--- config.mk ---
export PLATFORM = sky130hd
export DESIGN_NAME = add_tree_accum
export DESIGN_NICKNAME = d
export VERILOG_FILES = /design/src/rtl/add_tree_accum.sv
export SDC_FILE = /design/constraint.sdc
export NUM_CORES = 1
export LEC_CHECK = 0
export ABC_CLOCK_PERIOD_IN_PS = 7450
export CAP_MARGIN = 10
export CORE_UTILIZATION = 39
export DETAILED_ROUTE_END_ITERATION = 8
export HOLD_SLACK_MARGIN = 0.08
export PLACE_DENSITY_LB_ADDON = 0.1
export SLEW_MARGIN = 25
export SYNTH_ARGS = -nofsm -noshare
export SYNTH_HDL_FRONTEND = slang
export SYNTH_SLANG_ARGS = --single-unit
--- constraint.sdc ---
create_clock -name clk -period 7.45 [get_ports clk]
set_input_delay 0.745 -clock clk [delete_from_list [all_inputs] [get_ports clk]]
set_output_delay 0.745 -clock clk [all_outputs]
set_load 0.03 [all_outputs]
--- src/rtl/add_tree_accum.sv ---
`timescale 1ns/1ps
// Pipelined NUM_INPUTS-wide unsigned adder tree with an optional saturating block accumulator.
// Latency: LEVELS+1 cycles from an accepted beat (mode 0) or from the accepted last beat (mode 1).
// Backpressure: the whole pipeline freezes while a result is held unconsumed; in_ready = !(out_valid && !out_ready).
module add_tree_accum #(
    parameter int ELEMENT_BIT_DEPTH = 14,
    parameter int NUM_INPUTS        = 8,
    parameter int ACC_MODE          = 1,
    parameter int OUT_W             = 21
) (
    input  logic                                    clk,
    input  logic                                    rst_n,
    input  logic                                    in_valid,
    output logic                                    in_ready,
    input  logic                                    in_last,
    input  logic [ELEMENT_BIT_DEPTH*NUM_INPUTS-1:0] addend_array,
    output logic                                    out_valid,
    input  logic                                    out_ready,
    output logic [OUT_W-1:0]                        out_sum,
    output logic                                    out_overflow
);

    localparam int EBD    = ELEMENT_BIT_DEPTH;
    localparam int LEVELS = $clog2(NUM_INPUTS);
    localparam int TREE_W = EBD + LEVELS;
    localparam int WW     = ((TREE_W > OUT_W) ? TREE_W : OUT_W) + 1;

    logic en;

    assign en       = !(out_valid && !out_ready);
    assign in_ready = en;

    // Level k holds NUM_INPUTS>>k partial sums, each one bit wider than its operands.
    genvar k;
    generate
        for (k = 1; k <= LEVELS; k++) begin : g_lvl
            localparam int W   = EBD + k;
            localparam int PW  = W - 1;
            localparam int CNT = NUM_INPUTS >> k;

            logic [W*CNT-1:0]    sum_q;
            logic                vld_q;
            logic                last_q;
            logic [PW*2*CNT-1:0] prev;
            logic                prev_vld;
            logic                prev_last;

            if (k == 1) begin : g_src
                assign prev      = addend_array;
                assign prev_vld  = in_valid && en;
                assign prev_last = in_last;
            end else begin : g_src
                assign prev      = g_lvl[k-1].sum_q;
                assign prev_vld  = g_lvl[k-1].vld_q;
                assign prev_last = g_lvl[k-1].last_q;
            end

            always_ff @(posedge clk or negedge rst_n) begin
                if (!rst_n) begin
                    sum_q  <= '0;
                    vld_q  <= 1'b0;
                    last_q <= 1'b0;
                end else if (en) begin
                    vld_q  <= prev_vld;
                    last_q <= prev_last;
                    for (int j = 0; j < CNT; j++) begin
                        sum_q[j*W +: W] <= {1'b0, prev[2*j*PW +: PW]} + {1'b0, prev[(2*j+1)*PW +: PW]};
                    end
                end
            end
        end
    endgenerate

    logic [TREE_W-1:0] tree_sum;
    logic              tree_vld;
    logic              tree_last;

    assign tree_sum  = g_lvl[LEVELS].sum_q;
    assign tree_vld  = g_lvl[LEVELS].vld_q;
    assign tree_last = g_lvl[LEVELS].last_q;

    logic [OUT_W-1:0] acc;
    logic             acc_ovf;
    logic [WW-1:0]    base;
    logic [WW-1:0]    acc_next;
    logic [WW-1:0]    max_val;
    logic [OUT_W-1:0] clamped;
    logic             ovf_new;
    logic             done;

    always_comb begin
        base     = (ACC_MODE != 0) ? WW'(acc) : '0;
        acc_next = base + WW'(tree_sum);
        max_val  = WW'({OUT_W{1'b1}});
        ovf_new  = acc_next > max_val;
        clamped  = ovf_new ? {OUT_W{1'b1}} : acc_next[OUT_W-1:0];
        done     = tree_vld && ((ACC_MODE == 0) || tree_last);
    end

    // With en high the held result is either absent or being consumed, so out_valid simply follows done.
    always_ff @(posedge clk or negedge rst_n) begin
        if (!rst_n) begin
            out_valid    <= 1'b0;
            out_sum      <= '0;
            out_overflow <= 1'b0;
            acc          <= '0;
            acc_ovf      <= 1'b0;
        end else if (en) begin
            out_valid <= done;
            if (done) begin
                out_sum      <= clamped;
                out_overflow <= ovf_new | ((ACC_MODE != 0) && acc_ovf);
                acc          <= '0;
                acc_ovf      <= 1'b0;
            end else if (tree_vld) begin
                acc     <= clamped;
                acc_ovf <= acc_ovf | ovf_new;
            end
        end
    end

endmodule

# [Word-level counts from Yosys, hierarchy flattened]
# Cells that the tools add are included.
[classes] n_addsub=8 n_lt_le_gt_ge=1 mux=5 bitwise=2 reduce_logical=8
[op_table] op="$mux 21" n=3
[op_table] op="$add 14x14->15" n=4
[op_table] op="$add 15x15->16" n=2
[op_table] op="$add 21x17->22" n=1
[op_table] op="$gt 22x21->1 const B" n=1
[op_table] op="$add 16x16->17" n=1
[op_table] op="$reduce_and 2->1" n=2
[op_table] op="$logic_and 1x1->1" n=3
[op_table] op="$logic_not 1->1" n=2
[op_table] op="$mux 1" n=2
[op_table] op="$reduce_bool 2->1" n=1
[op_table] op="$not 1->1" n=1
[op_table] op="$or 1x1->1" n=1
[totals] regBits=160 input_bits=117 out_inout_bits=24 word_cells=38

# [Longest topological paths before layout]
# Gate-level depths: netlist (run 1).
[depth] word_depth=5 ltp_mapped=10 mapped_depth_nobuf=10

# [Worst setup path after synthesis (run 1)]
# OpenSTA, ideal clock, no wires.
[synth_path] path_type="input to output" startpoint="input port out_ready" endpoint="output port in_ready" arrival_time_ps=1856 required_ps=6705 setup_slack_ps=4849 path_stages=5 n_path_buf=3 path_cell_list="nor2b_1 inv_1 clkbuf_1 clkbuf_1 buf_1"
[synth_via] elab_chain_cells=3
[synth_rtl] item="start: declaration" line_no="18" rtl="input logic out_ready,"
[synth_rtl] item="$logic_not 1->1" line_no="30" rtl="assign en = !(out_valid && !out_ready);"
[synth_rtl] item="$logic_and 1x1->1" line_no="30"
[synth_rtl] item="$logic_not 1->1" line_no="30"
[synth_rtl] item="end: declaration" line_no="14" rtl="output logic in_ready,"
# Every way passes these cells.

# [Final worst setup path (run 1)]
# Same ends and word-level chain as after synthesis.

==> results.toml, run 1 <==
[setup_path]
worst_setup_path_start_kind = "input pin"
r2r_start = "out_valid$_DFFE_PN0N_"
path_class = "in2out"
timing.rr.end = "acc[19]$_DFFE_PN0P_"
path_max_fanout = 97
ff2ff_path_depth = 6
required_ns = 6.70
cp.arrival_ns = 3.10
endpoint_kind = "output pin"
reg2reg_setup_slack_ns = 4.41

[yosys]
ys.flop_type = "dfrtp_1"
yosys.cell_types.count = 79
synthTopCellsByArea = "dfrtp_1 35%, ha_1 13%, nor2_1 5.5%"
ys_seq_area_frac = 0.352
yosysWarnings = 0
synth-edff-count = 0
syn_inst = 1323
synth_nets = 1567
synth_top_area_cell = "dfrtp_1"
yosys_register_bits = 160
syn_area_per_cell_um2 = 8.59
netlist_area_um2 = 11400
synth_top_cell_area_share = 0.352
async_flop_share = 1.00

[final_layout]
multi_input_area_um2 = 6940
register_area_um2 = 4000
nNetsFinal = 1685
drive_gt1_frac = 0.0475
layout_commonest_cell = "nor2_1"
nFillCells = 2839
areaGrowthSynthToFinish_pct = 21.0
postLayoutCoreUtil = 0.479
layout_common_cells = "168 x nor2_1, 160 x dfrtp_1, 139 x clkdlybuf4s50_1"
antenna-diode-count = 0

[pwr]
clkPwrFrac = 0.163
p_seq_frac = 0.262
p_sw_frac = 0.438
p_per_area_nw_per_um2 = 429
ir_drop_mv = 0.203
p_leak_uw = 0.00606
p_int_uw = 3320
p_switching_uw = 2580
combPwrFrac = 0.575

[floorplan]
rows = 62
ioPinCount = 141
die_area_um2 = 29800
core_area_um2 = 28700
dieWidth_um = 173
start_util = 0.396
die_height_um = 173

[timing]
max_slew.worst_pin.slew_ns = 0.958
drv_slew = 0
fmax_mhz = 260
min_period_ns = 3.84
fin_skew_ns = 0.0138
finalHoldViolations = 0
period_share = 0.516
rsz0062_at_grt = "false"
finalSetupTns_ns = 0
slew_headroom = 0.361
setup_violations = 0

[global_route]
grt.total_usage = 0.186
grt_max_degree = 103
grt_antenna_before_repair = 0
overflow = 0
grt_pass1_wl_mm = 46.2
grt_pass1_vias = 9614

[detailed_routing]
drtIter0Drc = 492
viasPerCell = 5.25
wl_per_cell_um = 14.4
antenna_left = 0
drc_errors = 0
vias = 9641
dr.pass1.iters = 5
drt-total-wl_mm = 26.4

[placed_design]
gp_congestion = 0.852
io_buffers = 140
hpwl_mm = 20.0

[clocking]
cts_num_sinks = 160
holdBufCountCts = 0
clk_path_buf_depth = 2
cts_tree = "done"
post_cts_buffers = 0
ctsRootBufferMaster = "clkbuf_16"
numCtsBuffers = 17
clk_pin_slew_worst_paths_ns = 0.06
cts_max_level = 4
cts-resized-gates = 0
clkLatencyLatePin_ns = 0.44

[hold_path]
hold_path_class = "in2async"

[run]
max_cap_viol_count = 0

[status]
status = "complete, no violations"
worst max-delay path: stages:
cell             delay [ns]
clkdlybuf4s50_1        0.50
nor2b_4                0.05
buf_4                  0.25
inv_4                  0.71
clkdlybuf4s50_1        0.82
power by group through the flow:
stage,sequential [uW],combinational [uW],clock [uW]
2_1_floorplan,1560,2550,0
3_3_place_gp,1560,3350,0
3_5_place_dp,1560,3400,0
4_1_cts,1550,3420,986
5_1_grt,1600,3880,1020
6_report,1540,3390,963
cell usage after synthesis (all sizes together), types with 24 or more instances:
library cell / count
a21oi: 122
o21ai: 86
or3: 34
inv: 65
nand2: 123
xor2: 38
nand3: 31
o31ai: 25
dfrtp: 160
clkbuf: 36
xnor2: 24
nor3: 32
ha: 119
nor2: 174
layer usage:
layer / track usage / routed length (um) / vias to the layer above
met4: 0.0450 / 297 / 0
met3: 0.0257 / 787 / 18
met5: 0 / 0 / -
met1: 0.262 / 13400 / 4458
met2: 0.303 / 11900 / 157
li1: - / - / 5008
per-stage QoR:
stage | worst slack (ns) | hold slack (ns) | cell area [um2] | cells | total power [uW]
2_1_floorplan | 4.85 | 0.439 | 11400 | 1323 | 4110
4_1_cts | 3.55 | 0.473 | 13800 | 1838 | 5960
3_3_place_gp | 3.50 | 0.451 | 13100 | 1806 | 4910
5_1_grt | 3.44 | 0.476 | 13800 | 1838 | 6500
3_5_place_dp | 3.53 | 0.457 | 13100 | 1806 | 4970
6_report | 3.61 | 0.408 | 13800 | 1838 | 5900
flip-flops by register name (all words and copies together), names as in the netlist:
signal and count:
out_sum 21, acc 21, out_overflow 1, g_lvl.vld_q 3, g_lvl.sum_q 109, acc_ovf 1
out_valid 1, g_lvl.last_q 3
worst max-delay path by stage:
stage | start | cells after the start | slack (ns) | end
after global placement | out_ready | 7 | 3.50 | out_sum[9]$_DFFE_PN0P_
after CTS | out_ready | 5 | 3.55 | in_ready
final | out_ready | 5 | 3.61 | in_ready
after global routing | out_ready | 5 | 3.44 | in_ready
after detailed placement | out_ready | 7 | 3.53 | acc[19]$_DFFE_PN0P_
after floorplan | out_ready | 5 | 4.85 | in_ready
cell type report:
class,count,share of cell area
Multi-Input combinational cell,1053,0.505
Sequential cell,160,0.291
Timing Repair Buffer,144,0.104
Tap cell,384,0.0349
Clock buffer,21,0.0342
Inverter,65,0.0179
Clock inverter,11,0.0129
cell families (layout without fill, tap and decap cells):
| kind of cell | count (synthesis) | count (layout) | synth area share |
|---|---|---|---|
| AO/OA/AOI/OAI | 385 | 385 | 0.221 |
| XOR/XNOR | 62 | 62 | 0.0478 |
| adder cells (fa/ha/maj) | 127 | 127 | 0.145 |
| buffers and inverters | 110 | 241 | 0.0381 |
| flip-flops | 160 | 160 | 0.352 |
| multiplexers | 3 | 3 | 0.00275 |
| AND/OR/NAND/NOR | 476 | 476 | 0.193 |
No activity file was read; power rests on OpenSTA's default activity.
==> inputs of run 2 (changes only) <==
--- a/config.mk
+++ b/config.mk
@@ -5,7 +5,7 @@
 export SDC_FILE = /design/constraint.sdc
 export NUM_CORES = 1
 export LEC_CHECK = 0
-export ABC_CLOCK_PERIOD_IN_PS = 7450
+export ABC_CLOCK_PERIOD_IN_PS = 3850
 export CAP_MARGIN = 10
 export CORE_UTILIZATION = 39
 export DETAILED_ROUTE_END_ITERATION = 8
==> constraint.sdc (replaced) <==
create_clock -name clk -period 3.85 [get_ports clk]
set_input_delay 0.385 -clock clk [delete_from_list [all_inputs] [get_ports clk]]
set_output_delay 0.385 -clock clk [all_outputs]
set_load 0.03 [all_outputs]
==> run 2 against run 1 <==
Setup slack worse by 2.6 ns. Die area stayed put. Flip-flop and latch count stayed put. Core utilization increased by 0.13 points. Wire length is 1.3% higher. Sequential share of layout area fell by 0.077 points. Highest routed layer unchanged.
==> results.toml, run 2 (synthesis gave the netlist of run 1 again) <==
[timing]
period_share = 0.741
slew_headroom = 0.397
rsz0062_at_grt = "false"
drv_slew = 0
finalHoldViolations = 0
fin_skew_ns = 0.0146
min_period_ns = 2.85
fmax_mhz = 350
setup_violations = 0
finalSetupTns_ns = 0
max_slew.worst_pin.slew_ns = 0.905

[floorplan]
rows = 62
dieWidth_um = 173
die_area_um2 = 29800
die_height_um = 173
core_area_um2 = 28700
ioPinCount = 141
start_util = 0.396

[final_layout]
multi_input_area_um2 = 6940
instances_no_fill = 1841
layout_common_cells = "168 x nor2_1, 160 x dfrtp_1, 139 x clkdlybuf4s50_1"
largest_register_ffs = 109
drive_gt1_frac = 0.0487
areaGrowthSynthToFinish_pct = 21.3
register_area_um2 = 4000
regMostFlops = "g_lvl.sum_q"
nFillCells = 2812
fin_area_um2 = 13800
antenna-diode-count = 0
nNetsFinal = 1688
layout_commonest_cell = "nor2_1"
reg_top3 = "g_lvl.sum_q (109), acc (21), out_sum (21)"

[setup_path]
crit_start = "acc[9]$_DFFE_PN0P_"
r2r_start = "acc[9]$_DFFE_PN0P_"
cp.arrival_ns = 3.19
reg2reg_setup_slack_ns = 1.0
path_max_fanout = 17
timing.rr.end = "acc[3]$_DFFE_PN0P_"
worst_setup_path_start_kind = "register"
path_class = "reg2reg"
ff2ff_path_depth = 8
endpoint = "acc[3]$_DFFE_PN0P_"
required_ns = 4.18
endpoint_kind = "register"

[clocking]
cts-resized-gates = 0
holdBufCountCts = 0
cts_max_level = 4
cts_tree = "done"
ctsRootBufferMaster = "clkbuf_16"
clkLatencyLatePin_ns = 0.44
numCtsBuffers = 17
clk_path_buf_depth = 2
post_cts_buffers = 0
cts_num_sinks = 160
clk_pin_slew_worst_paths_ns = 0.07

[detailed_routing]
dr.pass1.iters = 4
drt-total-wl_mm = 26.7
vias = 9591
drc_errors = 0
drtIter0Drc = 455
antenna_left = 0
wl_per_cell_um = 14.5
viasPerCell = 5.21

[global_route]
grt_pass1_vias = 9317
grt_pass1_wl_mm = 45.9
grt.total_usage = 0.187
grt_max_degree = 160
grt_antenna_before_repair = 0
overflow = 0

[run]
max_cap_viol_count = 0

[hold_path]
hold_path_class = "in2async"

[placed_design]
placed_cell_area_um2 = 13200
io_buffers = 140
hpwl_mm = 19.9
gp_congestion = 0.840
dp_cells = 1809

[pwr]
p_per_area_nw_per_um2 = 830
ir_drop_mv = 0.405
p_leak_uw = 0.00608

[status]
status = "complete, no violations"
-- run 2: cell count changes in the layout (fill, tap and decap cells not counted), sizes merged --
cell and change:
inv +3, clkinv +2, clkbuf -4, buf +4, clkinvlp -2
-- run 2: worst min path at each step --
stage | start | slack (ns) | to | cells past startpoint
2_1_floorplan | rst_n | 0.09 | acc[0]$_DFFE_PN0P_ | 0
3_3_place_gp | g_lvl[1].last_q$_DFFE_PN0N_ | 0.45 | g_lvl[1].last_q$_DFFE_PN0N_ | 2
3_5_place_dp | g_lvl[2].last_q$_DFFE_PN0N_ | 0.46 | g_lvl[2].last_q$_DFFE_PN0N_ | 2
4_1_cts | rst_n | 0.1 | out_sum[1]$_DFFE_PN0P_ | 1
5_1_grt | rst_n | 0.12 | out_overflow$_DFFE_PN0P_ | 1
6_report | rst_n | 0.04 | out_sum[1]$_DFFE_PN0P_ | 1
-- run 2: layout make-up --
cell class                      instances  area share
Multi-Input combinational cell       1053       0.503
Timing Repair Buffer                  147       0.108
Sequential cell                       160       0.290
Tap cell                              384      0.0348
Clock inverter                         14      0.0147
Clock buffer                           18      0.0311
Inverter                               65      0.0179
-- run 2: through the flow --
stage                     total power (uW)  setup WS, ns  utilization  hold slack [ns]
after floorplan                       7940          1.44            -           0.0894
after global placement                9590         0.983        0.459            0.453
after detailed placement              9660         0.951        0.459            0.456
after CTS                            11600         0.985        0.481           0.0961
after global routing                 12600         0.758        0.481            0.123
final                                11400         0.997        0.481           0.0421
-- run 2: worst max-delay path, stage by stage, from the launching register on --
cell	delay (ns)
dfrtp_1	0.40
ha_1	0.37
nand3_1	0.13
o32ai_2	0.28
a21oi_2	0.11
a211oi_2	0.29
o2111a_1	0.81
nor2_1	0.14
o21ai_0	0.21
-- run 2: power breakdown --
part	switching (uW)	leakage, uW	internal [uW]	total (uW)
combinational	3780	0.00388	2850	6630
clock	737	0.000306	1100	1840
sequential	519	0.00190	2460	2980
total	5030	0.00608	6410	11400
-- run 2: per-layer routing --
metal / vias up / GRT usage / part of all wire
met5: - / 0 / 0
met2: 150 / 0.302 / 0.45
met3: 21 / 0.0262 / 0.023
met4: 0 / 0.0479 / 0.013
li1: 5010 / - / -
met1: 4410 / 0.262 / 0.51
==> inputs of run 3 (changes only) <==
--- a/config.mk
+++ b/config.mk
@@ -5,7 +5,7 @@
 export SDC_FILE = /design/constraint.sdc
 export NUM_CORES = 1
 export LEC_CHECK = 0
-export ABC_CLOCK_PERIOD_IN_PS = 3850
+export ABC_CLOCK_PERIOD_IN_PS = 2400
 export CAP_MARGIN = 10
 export CORE_UTILIZATION = 39
 export DETAILED_ROUTE_END_ITERATION = 8
==> constraint.sdc (replaced) <==
create_clock -name clk -period 2.4 [get_ports clk]
set_input_delay 0.24 -clock clk [delete_from_list [all_inputs] [get_ports clk]]
set_output_delay 0.24 -clock clk [all_outputs]
set_load 0.03 [all_outputs]
==> run 3 against run 2 <==
The flow now finishes with violations (negative setup slack). Via count grew 5.9%. Combinational power grew 110%. Clock skew shrank 0.0043 ns. Critical path depth grew 2. Critical path type unchanged. Largest power group unchanged. Highest routed layer unchanged.
==> results.toml, run 3 (synthesis gave the netlist of run 1 again) <==
[status]
status = "finished with violations"
violations = "negative setup slack"

[placed_design]
placed_cell_area_um2 = 14000
dp_cells = 1912
pre_cts_slack_ns = -0.303
gp_congestion = 0.859
hpwl_mm = 21.4
io_buffers = 140

[setup_path]
path_buf_inv = 2
worst_setup_path_start_kind = "register"
endpoint_kind = "register"
cp.arrival_ns = 2.72
path_max_fanout = 5
crit_chain = "ha_4 -> a211oi_4 -> o32ai_4 -> a21oi_2 -> a211oi_2 -> buf_4 -> o2111a_2 -> buf_6 -> a21oi_4 -> o21ai_2"
cp_top_family = "compound AO/OA/AOI/OAI gates"
critPathSlowestCell = "dfrtp_1"
cp_slowest_stage_delay_ns = 0.41
required_ns = 2.71
path_class = "reg2reg"

[timing]
drv_slew = 0
min_period_ns = 2.42
setup_slack_ns = -0.0197
finalHoldViolations = 0
fmax_mhz = 413
period_share = 1.01
slew_headroom = 0.643
setup_violations = 3
fin_skew_ns = 0.0103
max_slew.worst_pin.slew_ns = 0.521
rsz0062_at_grt = "true"

[final_layout]
reg_top3 = "g_lvl.sum_q (109), acc (21), out_sum (21)"
register_area_um2 = 4000
nNetsFinal = 1811
layout_commonest_cell = "nor2_1"
postLayoutCoreUtil = 0.531
antenna-diode-count = 0
drive_gt1_frac = 0.162
areaGrowthSynthToFinish_pct = 34.0
fin_area_um2 = 15200
largest_register_ffs = 109
instances_no_fill = 1964
layout_common_cells = "164 x nor2_1, 160 x dfrtp_1, 138 x clkdlybuf4s50_1"
multi_input_area_um2 = 7430
regMostFlops = "g_lvl.sum_q"
nFillCells = 2752

[pwr]
power.total_uw = 21200
p_leak_uw = 0.00673
ir_drop_mv = 0.654
p_per_area_nw_per_um2 = 1390

[floorplan]
dieWidth_um = 173
start_util = 0.396
ioPinCount = 141
rows = 62
die_area_um2 = 29800
core_area_um2 = 28700
die_height_um = 173

[global_route]
grt_pass1_wl_mm = 47.6
grt_pass1_vias = 9957
grt_antenna_before_repair = 0
grt.total_usage = 0.194
grt_max_degree = 68
overflow = 0

[detailed_routing]
antenna_left = 0
viasPerCell = 5.17
vias = 10154
wl_per_cell_um = 14.3
drt-total-wl_mm = 28.1
drtIter0Drc = 486
dr.pass1.iters = 5
drc_errors = 0

[clocking]
clk_pin_slew_worst_paths_ns = 0.06
cts_tree = "done"
cts_max_level = 4
ctsRootBufferMaster = "clkbuf_16"
numCtsBuffers = 17
clk_path_buf_depth = 2
cts_num_sinks = 160
clkLatencyLatePin_ns = 0.43

[hold_path]
hold_path_class = "in2async"

[run]
max_cap_viol_count = 0
==> run 3: final timing paths <==
kind | slack [ns] | depth (start not counted) | endpoint | startpoint
setup / recovery | -0.02 | 10 | acc[8]$_DFFE_PN0P_ | g_lvl[3].sum_q[7]$_DFFE_PN0N_
hold / removal | 0.35 | 2 | out_sum[1]$_DFFE_PN0P_ | rst_n
setup reg to reg | -0.02 | 10 | acc[8]$_DFFE_PN0P_ | g_lvl[3].sum_q[7]$_DFFE_PN0N_
hold reg to reg | 0.47 | 2 | g_lvl[2].last_q$_DFFE_PN0N_ | g_lvl[2].last_q$_DFFE_PN0N_
max in group asynchronous | 1.32 | 3 | g_lvl[1].sum_q[52]$_DFFE_PN0N_ | rst_n
min in group clk | 0.35 | 3 | g_lvl[1].last_q$_DFFE_PN0N_ | in_last
==> run 3: final cells by class <==
| type | count | share of cell area |
|---|---|---|
| flip-flops and latches | 160 | 0.263 |
| clock inverters | 15 | 0.0107 |
| inverters | 65 | 0.0162 |
| multi-input cells | 1053 | 0.487 |
| well taps | 384 | 0.0315 |
| clock buffers | 17 | 0.0279 |
| repair buffers | 270 | 0.163 |
==> run 3: power breakdown <==
| group | switching [uW] | leakage, uW | internal (uW) | total (uW) |
|---|---|---|---|---|
| clock network | 1170 | 0.000285 | 1550 | 2720 |
| logic | 7140 | 0.00455 | 6500 | 13600 |
| registers | 909 | 0.00190 | 3940 | 4850 |
==> run 3: worst reg2reg max path, cell delays in order (launching register included) <==
cell,delay (ns)
dfrtp_1,0.41
ha_4,0.28
a211oi_4,0.27
o32ai_4,0.13
a21oi_2,0.23
a211oi_2,0.13
buf_4,0.14
o2111a_2,0.30
buf_6,0.17
a21oi_4,0.18
o21ai_2,0.08
==> run 3: per-layer routing <==
metal,part of all wire,track usage,up-vias
li1,-,-,5258
met1,0.49,0.262,4721
met2,0.47,0.322,153
met3,0.024,0.0270,22
met4,0.014,0.0590,0
met5,0,0,-
==> run 3: through the flow <==
step	setup TNS (ns)	hold slack, ns
floorplan	-0.0173	-0.0556
global placement	-4.64	0.240
detailed placement	-5.61	0.238
CTS	-0.0698	0.340
global route	-2.65	0.349
finish	-0.0293	0.347
==> run 3: what timing repair did <==
| action | in CTS | in global routing |
|---|---|---|
| buffers inserted | 9 | 10 |
| hold endpoints to repair | 50 | 0 |
| cloned | 0 | 1 |
| hold buffers | 1 | 0 |
| setup endpoints to repair | 30 | 64 |
| gates resized for setup | 22 | 93 |
| pin swaps | 17 | 29 |
